[config.mk]
export PLATFORM = sky130hd
export DESIGN_NAME = mips_cpu_load_store_unit
export DESIGN_NICKNAME = d
export VERILOG_FILES = /design/src/rtl/mips_cpu_lsu_pkg.sv /design/src/rtl/mips_cpu_lsu_align.sv /design/src/rtl/mips_cpu_load_store_unit.sv
export SDC_FILE = /design/constraint.sdc
export NUM_CORES = 1
export LEC_CHECK = 0
export CAP_MARGIN = 5
export CORE_MARGIN = 8
export CORE_UTILIZATION = 25
export DETAILED_ROUTE_END_ITERATION = 8
export GPL_TIMING_DRIVEN = 0
export HOLD_SLACK_MARGIN = 0.06
export PLACE_DENSITY = 0.55
export SLEW_MARGIN = 20
export SYNTH_ARGS = -nofsm -noshare
export SYNTH_HDL_FRONTEND = slang
export SYNTH_HIERARCHICAL = 1
export SYNTH_SLANG_ARGS = --single-unit
[constraint.sdc]
create_clock -name clk -period 7.5 [get_ports clk]
set_clock_uncertainty 0.1 [all_clocks]
set_input_delay 1.5 -clock clk [delete_from_list [all_inputs] [get_ports clk]]
set_output_delay 1.5 -clock clk [all_outputs]
set_load 0.05 [all_outputs]
[src/rtl/mips_cpu_lsu_pkg.sv]
// Shared types and decode helpers for the MIPS load/store unit.
// LWL/LWR decode legality depends on the LSU_LWLR_EN define.
package mips_cpu_lsu_pkg;

    typedef enum logic [3:0] {
        LB  = 4'd0,
        LBU = 4'd1,
        LH  = 4'd2,
        LHU = 4'd3,
        LW  = 4'd4,
        SB  = 4'd5,
        SH  = 4'd6,
        SW  = 4'd7,
        LWL = 4'd8,
        LWR = 4'd9
    } lsu_op_t;

    typedef enum logic [2:0] {
        IDLE,
        ACCESS,
        WRITE,
        RESP,
        ERR
    } lsu_state_t;

    function automatic logic op_legal(input logic [3:0] op);
`ifdef LSU_LWLR_EN
        return (op <= 4'd9);
`else
        return (op <= 4'd7);
`endif
    endfunction

    function automatic logic op_misaligned(input logic [3:0] op, input logic [1:0] lo);
        case (op)
            LW, SW:       return (lo != 2'b00);
            LH, LHU, SH:  return lo[0];
            default:      return 1'b0;
        endcase
    endfunction

    function automatic logic op_is_rmw(input logic [3:0] op);
        return (op == SB) || (op == SH);
    endfunction

    function automatic logic op_is_store(input logic [3:0] op);
        return (op == SB) || (op == SH) || (op == SW);
    endfunction

endpackage

[src/rtl/mips_cpu_lsu_align.sv]
// Combinational lane logic: load extract/extend, SB/SH store merge and the
// LWL/LWR register merge (only reachable when LSU_LWLR_EN admits those ops).
module mips_cpu_lsu_align
    import mips_cpu_lsu_pkg::*;
(
    input  logic [3:0]  op_i,
    input  logic [1:0]  lane_i,
    input  logic [31:0] rdata_i,
    input  logic [31:0] merge_buf_i,
    input  logic [31:0] wdata_i,
    input  logic [31:0] rt_i,
    output logic [31:0] load_data_o,
    output logic [31:0] store_data_o
);

    logic [4:0]  byte_sh;
    logic [4:0]  half_sh;
    logic [4:0]  left_sh;
    logic [31:0] byte_word;
    logic [31:0] half_word;
    logic [31:0] byte_mask;
    logic [31:0] half_mask;

    always_comb begin
        byte_sh   = {lane_i, 3'b000};
        half_sh   = {lane_i[1], 4'b0000};
        // 8*(3-b) is the bitwise complement of b scaled by 8
        left_sh   = {~lane_i, 3'b000};
        byte_word = rdata_i >> byte_sh;
        half_word = rdata_i >> half_sh;
        byte_mask = 32'h0000_00FF << byte_sh;
        half_mask = 32'h0000_FFFF << half_sh;

        load_data_o = '0;
        case (op_i)
            LB:      load_data_o = {{24{byte_word[7]}}, byte_word[7:0]};
            LBU:     load_data_o = {24'h0, byte_word[7:0]};
            LH:      load_data_o = {{16{half_word[15]}}, half_word[15:0]};
            LHU:     load_data_o = {16'h0, half_word[15:0]};
            LW:      load_data_o = rdata_i;
            LWL:     load_data_o = (rdata_i << left_sh) | (rt_i & ~(32'hFFFF_FFFF << left_sh));
            LWR:     load_data_o = (rdata_i >> byte_sh) | (rt_i & ~(32'hFFFF_FFFF >> byte_sh));
            default: load_data_o = '0;
        endcase

        store_data_o = merge_buf_i;
        case (op_i)
            SB:      store_data_o = (merge_buf_i & ~byte_mask) | ({24'h0, wdata_i[7:0]} << byte_sh);
            SH:      store_data_o = (merge_buf_i & ~half_mask) | ({16'h0, wdata_i[15:0]} << half_sh);
            SW:      store_data_o = wdata_i;
            default: store_data_o = merge_buf_i;
        endcase
    end

endmodule

[src/rtl/mips_cpu_load_store_unit.sv]
// Load/store unit between the MEM stage and mips_cpu_dMemory; SB/SH use
// read-modify-write. Define LSU_LWLR_EN to enable the LWL/LWR ops.
module mips_cpu_load_store_unit
    import mips_cpu_lsu_pkg::*;
#(
    parameter int unsigned ADDR_W          = 32,
    parameter bit          ERR_ON_MISALIGN = 1'b1
) (
    input  logic              clk,
    input  logic              reset,
    input  logic              req_valid,
    output logic              req_ready,
    input  logic [3:0]        req_op,
    input  logic [ADDR_W-1:0] req_addr,
    input  logic [31:0]       req_wdata,
    input  logic [31:0]       req_rt,
    output logic              resp_valid,
    output logic [31:0]       resp_rdata,
    output logic              resp_err,
    output logic [ADDR_W-1:0] mem_address,
    output logic              mem_read,
    output logic              mem_write,
    output logic [31:0]       mem_writedata,
    input  logic [31:0]       mem_readdata
);

    lsu_state_t        state_q, state_d;
    lsu_op_t           op_q, op_d;
    logic [ADDR_W-1:0] addr_q, addr_d;
    logic [31:0]       wdata_q, wdata_d;
    logic [31:0]       rt_q, rt_d;
    logic [31:0]       buf_q, buf_d;
    logic [31:0]       rdata_q, rdata_d;
    logic [31:0]       load_data;
    logic [31:0]       store_data;

    // With ERR_ON_MISALIGN=0 the raw address is kept: halfword lanes only use
    // addr[1] and words ignore addr[1:0], which aligns down implicitly.
    mips_cpu_lsu_align u_align (
        .op_i        (op_q),
        .lane_i      (addr_q[1:0]),
        .rdata_i     (mem_readdata),
        .merge_buf_i (buf_q),
        .wdata_i     (wdata_q),
        .rt_i        (rt_q),
        .load_data_o (load_data),
        .store_data_o(store_data)
    );

    always_ff @(posedge clk or posedge reset) begin
        if (reset) begin
            state_q <= IDLE;
            op_q    <= LB;
            addr_q  <= '0;
            wdata_q <= '0;
            rt_q    <= '0;
            buf_q   <= '0;
            rdata_q <= '0;
        end else begin
            state_q <= state_d;
            op_q    <= op_d;
            addr_q  <= addr_d;
            wdata_q <= wdata_d;
            rt_q    <= rt_d;
            buf_q   <= buf_d;
            rdata_q <= rdata_d;
        end
    end

    always_comb begin
        state_d = state_q;
        op_d    = op_q;
        addr_d  = addr_q;
        wdata_d = wdata_q;
        rt_d    = rt_q;
        buf_d   = buf_q;
        rdata_d = rdata_q;

        case (state_q)
            IDLE: begin
                if (req_valid) begin
                    op_d    = lsu_op_t'(req_op);
                    addr_d  = req_addr;
                    wdata_d = req_wdata;
                    rt_d    = req_rt;
                    rdata_d = '0;
                    if (!op_legal(req_op) ||
                        (ERR_ON_MISALIGN && op_misaligned(req_op, req_addr[1:0])))
                        state_d = ERR;
                    else
                        state_d = ACCESS;
                end
            end
            ACCESS: begin
                if (op_is_rmw(op_q)) begin
                    buf_d   = mem_readdata;
                    state_d = WRITE;
                end else begin
                    rdata_d = op_is_store(op_q) ? '0 : load_data;
                    state_d = RESP;
                end
            end
            WRITE:   state_d = RESP;
            RESP:    state_d = IDLE;
            ERR:     state_d = IDLE;
            default: state_d = IDLE;
        endcase
    end

    always_comb begin
        req_ready     = (state_q == IDLE);
        resp_valid    = (state_q == RESP) || (state_q == ERR);
        resp_err      = (state_q == ERR);
        resp_rdata    = (state_q == RESP) ? rdata_q : '0;
        mem_read      = (state_q == ACCESS);
        mem_write     = ((state_q == ACCESS) && (op_q == SW)) || (state_q == WRITE);
        mem_address   = '0;
        mem_writedata = '0;
        if ((state_q == ACCESS) || (state_q == WRITE))
            mem_address = {addr_q[ADDR_W-1:2], 2'b00};
        if (mem_write)
            mem_writedata = store_data;
    end

endmodule

==> flow_summary.toml, run 1 <==
[run_status]
status = "completed"

[timing]
fin_crit_sh_pct = 65.2
timing.final.max_slew_violations = 0
worstMarginPinSlew_ps = 934
fmax_mhz = 205
max_slew_margin_pct = 37.6
hold_viol = 0
rsz0062_at_grt = "false"
hold_slack_ps = 387
fin_crit_ps = 4890
tns_ps = 0
setup_violations = 0

[cts]
cts_made_buffers = 17
clk_pin_slew_worst_paths_ps = 60
clockBufferDepth = 2
cts-root-buf = "clkbuf_16"
insertion_delay_ps = 440
postCtsSetupBuffers = 0
cts_tree = "built"
cts.repair.resized = 0
htreeDepth = 4
cts.sinks = 167
postCtsHoldBufs = 0

[power]
clockPowerShare_pct = 15.7
p_sw_share_pct = 45.2
power_frac_seq_pct = 27.1
internal_power_uw = 3470
leakagePower_uw = 0.00540
peakVddDrop_mv = 0.223
powerDensity_nw_per_um2 = 479
power_frac_comb_pct = 57.2
switchingPower_uw = 2860

[layout]
n_antenna_cell = 0
syn_to_final_growth_pct = 38.3
ff_latch_area_sq_um = 4180
drive_above_1_share_pct = 22.4
final_nets = 1236
fill_cells = 3874
multi_input_area_sq_um = 4950

[route]
vias_per_cell = 4.93
vias = 8000
ant_nets = 0
drc_errors = 0
initialDrtViolationCount = 590
firstDrtPassIters = 5
wl_per_cell_um = 23.5
wl_um = 38200

[worst_setup_path]
path_max_fanout = 10
setup.worst_path.start_class = "flip-flop"
startpoint = "addr_q[1]"
r2r_start = "op_q[1]"
cpMaxStageDelayCell = "clkdlybuf4s50_1"
slowest_delay_ps = 700
arrival_ps = 3290
cp_cell_sequence = "buf_6, buf_4, buf_2, o21ai_0, a21oi_1, o221ai_1, and2_1, clkdlybuf4s50_1"
crit_path_end_kind = "output pin"
endpoint = "mem_writedata[16]"
reg2regPathDepth = 7
path_class = "reg2out"
required_ps = 5900
r2r_slack_ps = 4990
timing.rr.end = "rdata_q[15]"

[global_route]
grt-ovfl-total = 0
grt_max_degree = 87
grt_util_all_layers_pct = 16.8
grt_pass1_vias = 8445
grt_pass1_wl_um = 55700
antenna_found_initial = 4

[synthesis]
syn_area_sq_um = 9570
yosysWarnings = 6
synthArstFlopShare_pct = 100
synth-edff-count = 0
syn_area_per_cell_sq_um = 11.3
synth_common_cells = "dfrtp_1, mux2_2, and2_1"
yosysUniqueCellTypes = 58
ys_seq_area_share_pct = 43.7
synth_flop_cell = "dfrtp_1"
synth_top_area_share_pct = 43.7
synthCells = 847
synth.area.top_cells = "dfrtp_1, mux2_2, and2_1"
synth.most_common_cell = "dfrtp_1"
yosysTopAreaCell = "dfrtp_1"
ys_seq_elements = 167

[worst_hold_path]
hold_class = "reg2reg"
hp-start = "buf_q[4]"

[run]
cap_violations = 0

[placement]
dpl.hpwl_um = 29700
port_buffers = 233
gp_congestion = 0.910

[floorplan]
dieArea_sq_um = 44800
die_y_um = 212
io_pins = 236
start_util_pct = 25.4
core-area_sq_um = 37700
die_x_um = 212
num_rows = 71
## cell families after synthesis
family	after synthesis	synth area share, %
other cells	1	0.0392
flops	167	43.7
mux	197	22.7
compound gates	180	15.2
simple gates	222	13.6
xor+xnor	3	0.275
buf+inv	77	4.56
## critical path, delay by kind of cell (launching register included)
| family | cells | cell delay, ps |
|---|---|---|
| AO/OA/AOI/OAI | 3 | 960 |
| AND/OR/NAND/NOR | 1 | 200 |
| buffers and inverters | 4 | 1330 |
| flip-flops | 1 | 360 |
## layer usage
| metal | vias up | global-route usage (%) | part of all wire, % |
|---|---|---|---|
| met5 | - | 0 | 0.14 |
| met4 | 8 | 6.21 | 2.6 |
| met3 | 60 | 4.04 | 6.3 |
| met2 | 297 | 27.4 | 48 |
| met1 | 4024 | 21.3 | 43 |
| li1 | 3611 | - | - |
## worst min-delay path by stage
stage	end	slack, ps	depth (start not counted)
6_report	buf_q[4]	390	1
5_1_grt	buf_q[5]	410	1
4_1_cts	buf_q[4]	390	1
3_5_place_dp	buf_q[4]	380	1
3_3_place_gp	buf_q[4]	370	1
2_1_floorplan	rt_q[0]	350	1
## metrics by stage
| stage | power, uW | worst slack [ps] | utilization [%] | area, sq um | cells |
|---|---|---|---|---|---|
| after floorplan | 4100 | 1380 | - | 9570 | 848 |
| after global placement | 5320 | -1310 | 33.3 | 12500 | 1592 |
| after detailed placement | 5350 | 3110 | 33.4 | 12600 | 1593 |
| after CTS | 6380 | 2610 | 35.1 | 13200 | 1623 |
| after global routing | 6660 | 2440 | 35.1 | 13200 | 1623 |
| final | 6330 | 2610 | 35.1 | 13200 | 1623 |
## registers in the layout, indices dropped and copies added, names as in the netlist
name / cells
addr_q: 32
state_q: 3
op_q: 4
buf_q: 32
rdata_q: 32
rt_q: 32
wdata_q: 32
## power groups by stage
stage / Clock (uW) / Combinational [uW] / Sequential, uW
4_1_cts: 1030 / 3630 / 1720
6_report: 993 / 3620 / 1720
2_1_floorplan: 0 / 2560 / 1550
3_5_place_dp: 0 / 3620 / 1730
3_3_place_gp: 0 / 3590 / 1730
5_1_grt: 1050 / 3830 / 1780
## area by class of cell
type | count | share of cell area (%)
Multi-Input combinational cell | 604 | 37.5
Sequential cell | 167 | 31.6
Timing Repair Buffer | 234 | 17.8
Tap cell | 511 | 4.83
Clock buffer | 19 | 3.42
Buffer | 65 | 2.96
Clock inverter | 11 | 1.49
Inverter | 12 | 0.397
## placed cells by master (no fill, tap or decap), drive strengths merged, types with 3 or more instances in the layout
cell type,synthesis,layout
and2,103,103
a32oi,9,9
a2111o,7,7
nor2,18,18
mux2,157,157
buf,49,50
clkdlybuf4s50,0,233
nand2b,9,9
a22oi,31,31
dfrtp,167,167
o211ai,28,28
nand3b,4,4
nor3b,4,4
clkbuf,16,35
bufinv,0,5
o21ai,20,20
a22o,32,32
nor4b,3,3
a21oi,12,12
inv,12,14
mux2i,40,40
nor2b,13,13
nand3,13,13
a221o,14,14
a32o,7,7
a211o,8,8
nand2,42,42
or2,3,3
No activity file was read; power rests on OpenSTA's default activity.
==> inputs of run 2 (changes only) <==
--- a/config.mk
+++ b/config.mk
@@ -11,7 +11,7 @@
 export DETAILED_ROUTE_END_ITERATION = 8
 export GPL_TIMING_DRIVEN = 0
 export HOLD_SLACK_MARGIN = 0.06
-export PLACE_DENSITY = 0.55
+export PLACE_DENSITY = 0.57
 export SLEW_MARGIN = 20
 export SYNTH_ARGS = -nofsm -noshare
 export SYNTH_HDL_FRONTEND = slang
==> constraint.sdc (replaced) <==
create_clock -name clk -period 4.4 [get_ports clk]
set_clock_uncertainty 0.1 [all_clocks]
set_input_delay 0.88 -clock clk [delete_from_list [all_inputs] [get_ports clk]]
set_output_delay 0.88 -clock clk [all_outputs]
set_load 0.05 [all_outputs]
==> flow_summary.toml, run 2 (synthesized netlist as in run 1, its figures left out) <==
[placement]
port_buffers = 233
dpl.hpwl_um = 29800
placedCellCount = 1598
gp_congestion = 0.919

[timing]
fmax_mhz = 235
fin_crit_ps = 4260
setup_violations = 0
hold_slack_ps = 396
rsz0062_at_grt = "false"
max_slew_margin_pct = 41.2
worstMarginPinSlew_ps = 880
tns_ps = 0
hold_viol = 0
fin_crit_sh_pct = 96.7
timing.final.max_slew_violations = 0

[layout]
stdcell_count = 1632
drive_above_1_share_pct = 23.0
final_cell_mix = "clkdlybuf4s50_1, dfrtp_1, mux2_2"
fill_cells = 3834
final_common_cell = "clkdlybuf4s50_1"
syn_to_final_growth_pct = 38.5
multi_input_area_sq_um = 4960
final_nets = 1241
ff_latch_area_sq_um = 4180

[worst_setup_path]
reg2regPathDepth = 7
crit_buf_inv = 2
slowest_delay_ps = 810
cpMaxStageDelayCell = "clkdlybuf4s50_1"
cpLargestDelayFamily = "buffers and inverters"
path_max_fanout = 10
crit_path_end_kind = "output pin"
cp_cell_sequence = "buf_2, or3b_1, a211oi_4, a22oi_1, o21ai_0, and2_1, clkdlybuf4s50_1"
path_class = "reg2out"
setup.worst_path.start_class = "flip-flop"
r2r_start = "op_q[3]"
arrival_ps = 3280
required_ps = 3420
path_depth = 7
startpoint = "op_q[1]"

[cts]
postCtsHoldBufs = 0
htreeDepth = 4
cts_tree = "built"
cts-root-buf = "clkbuf_16"
postCtsSetupBuffers = 0
clockBufferDepth = 2
cts_made_buffers = 17
cts.repair.resized = 0
clk_pin_slew_worst_paths_ps = 70
cts.sinks = 167
insertion_delay_ps = 440

[power]
leakagePower_uw = 0.00540
peakVddDrop_mv = 0.409
clockPowerShare_pct = 13.9
switchingPower_uw = 4890
p_sw_share_pct = 46.3
internal_power_uw = 5670
powerDensity_nw_per_um2 = 797
power_frac_seq_pct = 27.8
power_frac_comb_pct = 58.3

[global_route]
antenna_found_initial = 3
use_met1_pct = 21.0
use_met3_pct = 3.30
busiest_layer = "met2"
grt_max_degree = 35
grt-ovfl-total = 0
grt_util_all_layers_pct = 16.4
grt_pass1_wl_um = 54400
grt_pass1_vias = 8115
met2_usage_pct = 27.1

[route]
firstDrtPassIters = 5
wl_um = 37700
ant_nets = 0
drc_errors = 0
wl_per_cell_um = 23.1
initialDrtViolationCount = 699
vias_per_cell = 4.91
vias = 8020

[worst_hold_path]
hold_class = "reg2reg"
hp-start = "addr_q[23]"
holdPathStages = 1

[floorplan]
num_rows = 71
start_util_pct = 25.4
io_pins = 236
die_x_um = 212
core-area_sq_um = 37700
dieArea_sq_um = 44800
die_y_um = 212

[run_status]
status = "completed"

[run]
cap_violations = 0
-- run 2: changes by cell type in the layout (fill, tap and decap cells not counted), moves of 2 or more --
cell	delta
buf_12	+4
bufinv_16	-4
diode_2	+3
clkbuf_8	-2
clkinv_4	+2
clkinvlp_4	+2
inv_6	+2
nor2_1	-2
nor2_2	+2
-- run 2: metrics by stage --
step           total power (uW)  utilization (%)  cell area, sq um  worst slack (ps)
6_report                  10600             35.2             13300               143
5_1_grt                   11100             35.2             13200              4.50
3_3_place_gp               9030             33.3             12500              -316
4_1_cts                   10600             35.1             13200               105
2_1_floorplan              7000                -              9570              1290
3_5_place_dp               9090             33.7             12700               596
-- run 2: path summary, 6_finish.rpt --
kind | slack (ps) | to
worst min register to register | 400 | addr_q[23]
min in group asynchronous | 670 | addr_q[3]
worst min-delay path | 400 | addr_q[23]
worst max-delay path | 140 | mem_writedata[19]
max in group asynchronous | 2450 | rdata_q[3]
worst max register to register | 1850 | rdata_q[15]
-- run 2: metal layers --
layer	up-vias	share of wire (%)	routed length, um
li1	3648	-	-
met1	4000	42	15900
met2	323	49	18300
met3	47	6.6	2500
met4	2	2.6	964
met5	-	0.035	13
-- run 2: final cells by class --
class                      count  area share [%]
sequential                   167            31.5
antenna                        3          0.0567
tap                          511            4.83
clock buffer                  18            3.24
multi-input combinational    604            37.5
buffer                        65            2.96
timing repair buffer         239            18.6
inverter                      12           0.368
clock inverter                13           0.935
-- run 2: power groups by stage --
| stage | logic [uW] | clock network (uW) | registers (uW) |
|---|---|---|---|
| final | 6160 | 1470 | 2940 |
| after global placement | 6090 | 0 | 2950 |
| after CTS | 6160 | 1510 | 2940 |
| after detailed placement | 6130 | 0 | 2960 |
| after floorplan | 4360 | 0 | 2640 |
| after global routing | 6500 | 1570 | 3030 |
